<file path="src/rtl/pipeline_ctrl.sv">
// Control-word pipeline (ID/EX, EX/MEM, MEM/WB) with load-use stall, branch squash,
// EX operand forwarding selects and saturating stall/flush event counters.
module pipeline_ctrl #(
  parameter int unsigned RA_W  = 5,
  parameter int unsigned CNT_W = 16
) (
  input  logic             clk,
  input  logic             rst_n,
  input  logic             id_valid,
  input  logic [8:0]       id_ctrl,
  input  logic [RA_W-1:0]  id_rs,
  input  logic [RA_W-1:0]  id_rt,
  input  logic [RA_W-1:0]  id_rd,
  input  logic             ex_taken,
  output logic             ex_regdst,
  output logic             ex_alusrc,
  output logic [1:0]       ex_aluop,
  output logic             ex_branch,
  output logic             mem_memread,
  output logic             mem_memwrite,
  output logic             wb_memtoreg,
  output logic             wb_regwrite,
  output logic [RA_W-1:0]  wb_wreg,
  output logic [1:0]       fwd_a,
  output logic [1:0]       fwd_b,
  output logic             stall,
  output logic             flush_ifid,
  output logic [CNT_W-1:0] stall_cnt,
  output logic [CNT_W-1:0] flush_cnt
);

  localparam logic [CNT_W-1:0] CntMax = {CNT_W{1'b1}};
  localparam logic [CNT_W-1:0] CntOne = {{(CNT_W-1){1'b0}}, 1'b1};

  // Control word layout: {regdst, alusrc, memtoreg, regwrite, memread, memwrite, branch, aluop}
  logic [8:0]      ex_ctrl_q, ex_ctrl_d;
  logic [RA_W-1:0] ex_rs_q, ex_rt_q, ex_rd_q;
  logic            mem_memtoreg_q, mem_regwrite_q, mem_memread_q, mem_memwrite_q;
  logic [RA_W-1:0] mem_wreg_q;
  logic            wb_memtoreg_q, wb_regwrite_q;
  logic [RA_W-1:0] wb_wreg_q;
  logic [CNT_W-1:0] stall_cnt_q, flush_cnt_q;

  logic            uses_rt, load_use, ex_memread;
  logic [RA_W-1:0] ex_wreg;

  assign ex_memread = ex_ctrl_q[4];
  assign ex_wreg    = ex_ctrl_q[8] ? ex_rd_q : ex_rt_q;
  assign uses_rt    = id_ctrl[8] | id_ctrl[3] | id_ctrl[2];

  always_comb begin
    load_use   = ex_memread & (ex_rt_q != '0) & id_valid &
                 ((ex_rt_q == id_rs) | (uses_rt & (ex_rt_q == id_rt)));
    flush_ifid = ex_ctrl_q[2] & ex_taken;
    // A taken branch squashes ID anyway, so holding it would be pointless.
    stall      = load_use & ~flush_ifid;
    ex_ctrl_d  = (id_valid & ~stall & ~flush_ifid) ? id_ctrl : 9'd0;
  end

  always_comb begin
    fwd_a = 2'b00;
    fwd_b = 2'b00;
    if (mem_regwrite_q && mem_wreg_q != '0 && mem_wreg_q == ex_rs_q) begin
      fwd_a = 2'b10;
    end else if (wb_regwrite_q && wb_wreg_q != '0 && wb_wreg_q == ex_rs_q) begin
      fwd_a = 2'b01;
    end
    if (mem_regwrite_q && mem_wreg_q != '0 && mem_wreg_q == ex_rt_q) begin
      fwd_b = 2'b10;
    end else if (wb_regwrite_q && wb_wreg_q != '0 && wb_wreg_q == ex_rt_q) begin
      fwd_b = 2'b01;
    end
  end

  always_ff @(posedge clk or negedge rst_n) begin
    if (!rst_n) begin
      ex_ctrl_q      <= '0;
      ex_rs_q        <= '0;
      ex_rt_q        <= '0;
      ex_rd_q        <= '0;
      mem_memtoreg_q <= 1'b0;
      mem_regwrite_q <= 1'b0;
      mem_memread_q  <= 1'b0;
      mem_memwrite_q <= 1'b0;
      mem_wreg_q     <= '0;
      wb_memtoreg_q  <= 1'b0;
      wb_regwrite_q  <= 1'b0;
      wb_wreg_q      <= '0;
      stall_cnt_q    <= '0;
      flush_cnt_q    <= '0;
    end else begin
      ex_ctrl_q      <= ex_ctrl_d;
      ex_rs_q        <= id_rs;
      ex_rt_q        <= id_rt;
      ex_rd_q        <= id_rd;
      mem_memtoreg_q <= ex_ctrl_q[6];
      mem_regwrite_q <= ex_ctrl_q[5];
      mem_memread_q  <= ex_ctrl_q[4];
      mem_memwrite_q <= ex_ctrl_q[3];
      mem_wreg_q     <= ex_wreg;
      wb_memtoreg_q  <= mem_memtoreg_q;
      wb_regwrite_q  <= mem_regwrite_q;
      wb_wreg_q      <= mem_wreg_q;
      if (stall && stall_cnt_q != CntMax) stall_cnt_q <= stall_cnt_q + CntOne;
      if (flush_ifid && flush_cnt_q != CntMax) flush_cnt_q <= flush_cnt_q + CntOne;
    end
  end

  assign ex_regdst    = ex_ctrl_q[8];
  assign ex_alusrc    = ex_ctrl_q[7];
  assign ex_branch    = ex_ctrl_q[2];
  assign ex_aluop     = ex_ctrl_q[1:0];
  assign mem_memread  = mem_memread_q;
  assign mem_memwrite = mem_memwrite_q;
  assign wb_memtoreg  = wb_memtoreg_q;
  assign wb_regwrite  = wb_regwrite_q;
  assign wb_wreg      = wb_wreg_q;
  assign stall_cnt    = stall_cnt_q;
  assign flush_cnt    = flush_cnt_q;

endmodule

</file>
<file path="config.mk">
export PLATFORM = sky130hd
export DESIGN_NAME = pipeline_ctrl
export DESIGN_NICKNAME = d
export VERILOG_FILES = /design/src/rtl/pipeline_ctrl.sv
export SDC_FILE = /design/constraint.sdc
export NUM_CORES = 1
export LEC_CHECK = 0
export ABC_AREA = 1
export CORE_MARGIN = 3
export CORE_UTILIZATION = 45
export CTS_CLUSTER_SIZE = 12
export DETAILED_ROUTE_END_ITERATION = 12
export PLACE_DENSITY = 0.71
export SLEW_MARGIN = 25
export SYNTH_ARGS = -nofsm -noshare
export SYNTH_HDL_FRONTEND = slang
export SYNTH_SLANG_ARGS = --single-unit
</file>
<file path="constraint.sdc">
create_clock -name clk -period 2 [get_ports clk]
set_clock_uncertainty 0.05 [all_clocks]
set_input_delay 0.6 -clock clk [delete_from_list [all_inputs] [get_ports clk]]
set_output_delay 0.6 -clock clk [all_outputs]
set_load 0.01 [all_outputs]
</file>
==> impl_metrics.tcl <==
set metrics [dict create \
    die_w_um 96.6 \
    core_um2 7850 \
    r2r-start "ex_rt_q[3]" \
    syn_area_um2 3700 \
    cts_tree "built" \
    grt_pass1_vias 3305 \
    r2r_end "stall_cnt[10]" \
    reg2reg_depth 10 \
    clockBufferDepth 2 \
    synth-warning-count 0 \
    crit_path_end_kind "output port" \
    maxCapViolCount 0 \
    grt_usage 0.205 \
    arrival_ns 1.59 \
    maxSlewViolCount 0 \
    drt_wl_total_um 9380 \
    min_period_ns 2.24 \
    status "finished, violations left" \
    relSlewSlack 0.731 \
    dp_cells 639 \
    path_max_fanout 2 \
    syn2layout_area_growth_pct 44.7 \
    drive_gt1_frac 0.286 \
    place.gp.congestion 0.865 \
    drtIter0Drc 169 \
    grt_pass1_wl_um 15800 \
    timing.final.ws_setup_ns -0.238 \
    cts_max_level 3 \
    path_clk_slew_ns 0.09 \
    routedWlPerCell_um 13.7 \
    clock.fmax_ghz 0.447 \
    violations "negative setup slack" \
    dr.pass1.iters 4 \
    worstHoldPathType "input pin to asynchronous set/reset pin" \
    drc_errors 0 \
    numCtsBuffers 9 \
    root_buffer "clkbuf_8" \
    grt_max_degree 73 \
    highest_layer "met4" \
    grt_remaining_overflow 0 \
    num_vias 3418 \
    synth_seq_area_share 0.487 \
    wl_met3_um 490 \
    rows 32 \
    design_area_um2 5350 \
    ioPinCount 80 \
    final_antenna_net_count 0 \
    power_density_nw_per_um2 681 \
    reg2reg_slack_ns 0.14 \
    routed-wl-met2_um 4620 \
    crit_type "flop to output port" \
    yosysUniqueCellTypes 29 \
    portBuffers 79 \
    rsz0062_at_grt "yes" \
    dpl.hpwl_um 6310 \
    irDropWorstVdd_v 0.000599 \
    finalNonFillerCells 684 \
    final_common_cell "nand2_1" \
    final_cell_mix "112 x nand2_1, 55 x buf_4, 54 x dfrtp_1" \
    p_leak_nw 2.67 \
    tightest_slew_ns 0.400 \
    hold_viol 0 \
    postCtsHoldBufs 0 \
    finalNetCount 606 \
    cp.required_ns 1.35 \
    utilization 0.682 \
    clk_latency_ns 0.35 \
    numClockSinks 72 \
    start_util 0.471 \
    viasPerCell 5.00 \
    netlist_instances 439 \
    antenna_found_initial 1 \
    placed_area_um2 4790 \
    syn_area_per_cell_um2 8.42 \
    ys_ff_latch 72 \
    power.total_mw 3.64 \
    syn_nets 469 \
    setup_viol_count_final 5 \
    start_kind "flop" \
    period_share 1.12 \
    wl_met1_um 4070 \
    die_y_um 96.6 \
    dieArea_um2 9340 \
]
[critical path: stages (launching register included)]
cell     delay [ns]
dfrtp_2        0.43
buf_6          0.13
xor2_1         0.14
nor3_2         0.16
nand4_1        0.13
nor2_1         0.10
buf_2          0.13
[Yosys cell counts, drive strengths merged]
cell / number / area, um^2
nand3b: 4 / 30.0
xnor2: 20 / 175
nand3: 18 / 108
nand4: 29 / 196
dfrtp: 72 / 1800
buf: 11 / 75.1
o21ai: 18 / 90.1
clkinv: 1 / 3.75
a31oi: 1 / 21.3
inv: 48 / 180
nor3: 12 / 81.3
xor2: 16 / 140
clkbuf: 1 / 3.75
ha: 2 / 25.0
nand2: 142 / 591
nor2: 44 / 175
[flip-flops by register name, indices dropped and copies added (netlist names), 5 cells and up]
| signal | cells |
|---|---|
| ex_ctrl_q | 9 |
| wb_wreg | 5 |
| ex_rs_q | 5 |
| flush_cnt | 16 |
| ex_rd_q | 5 |
| ex_rt_q | 5 |
| mem_wreg_q | 5 |
| stall_cnt | 16 |
[per-layer routing]
| metal | GRT usage | vias to the layer above |
|---|---|---|
| met2 | 0.333 | 91 |
| li1 | - | 1674 |
| met1 | 0.269 | 1635 |
| met4 | 0.0832 | 0 |
| met5 | 0 | - |
| met3 | 0.0425 | 18 |
[logic make-up (layout without fill, tap and decap cells)]
family                   Yosys count  in the layout  share of synthesized area
other                              0              1                          0
XOR/XNOR                          36             36                     0.0853
buffers and inverters             61            203                     0.0711
flip-flops                        72             72                      0.487
adder cells (fa/ha/maj)            2              2                    0.00677
AND/OR/NAND/NOR                  249            249                      0.319
AO/OA/AOI/OAI                     19             19                     0.0301
[worst max path at each step]
stage	to	from
after floorplan	stall	ex_taken
after global placement	stall	id_rs[2]
after detailed placement	stall	id_rs[1]
after CTS	fwd_b[0]	ex_rt_q[2]
after global routing	stall	id_rt[3]
final	fwd_b[0]	ex_rt_q[2]
[layout make-up]
class                      count  area, um^2
antenna                        1        2.50
clock buffer                   9         124
clock inverter                 7        80.1
fill                         639        2500
inverter                      49         190
multi-input combinational    306        1770
sequential                    72        1820
tap                          102         128
timing repair buffer         138        1230
[stage by stage]
step	setup TNS, ns	setup slack (ns)	hold WS, ns
6_report	-0.993	-0.238	0.215
5_1_grt	-1.37	-0.332	0.248
4_1_cts	-1.05	-0.263	0.226
3_5_place_dp	-13.09	-0.945	0.286
3_3_place_gp	-12.17	-0.933	0.283
2_1_floorplan	0	0.0200	0.254
[what timing repair did]
item / in CTS / in global routing
pin swaps: 18 / 13
cloned: 0 / 0
resized for setup: 77 / 34
setup endpoints to repair: 48 / 30
buffers inserted: 21 / 7
[power breakdown]
| group | switching [mW] | leakage [nW] | internal (mW) |
|---|---|---|---|
| registers | 0.112 | 0.898 | 1.58 |
| logic | 0.377 | 1.68 | 0.393 |
| clock network | 0.600 | 0.0960 | 0.586 |
| total | 1.09 | 2.67 | 2.56 |
(Power assumes the default switching activity.)
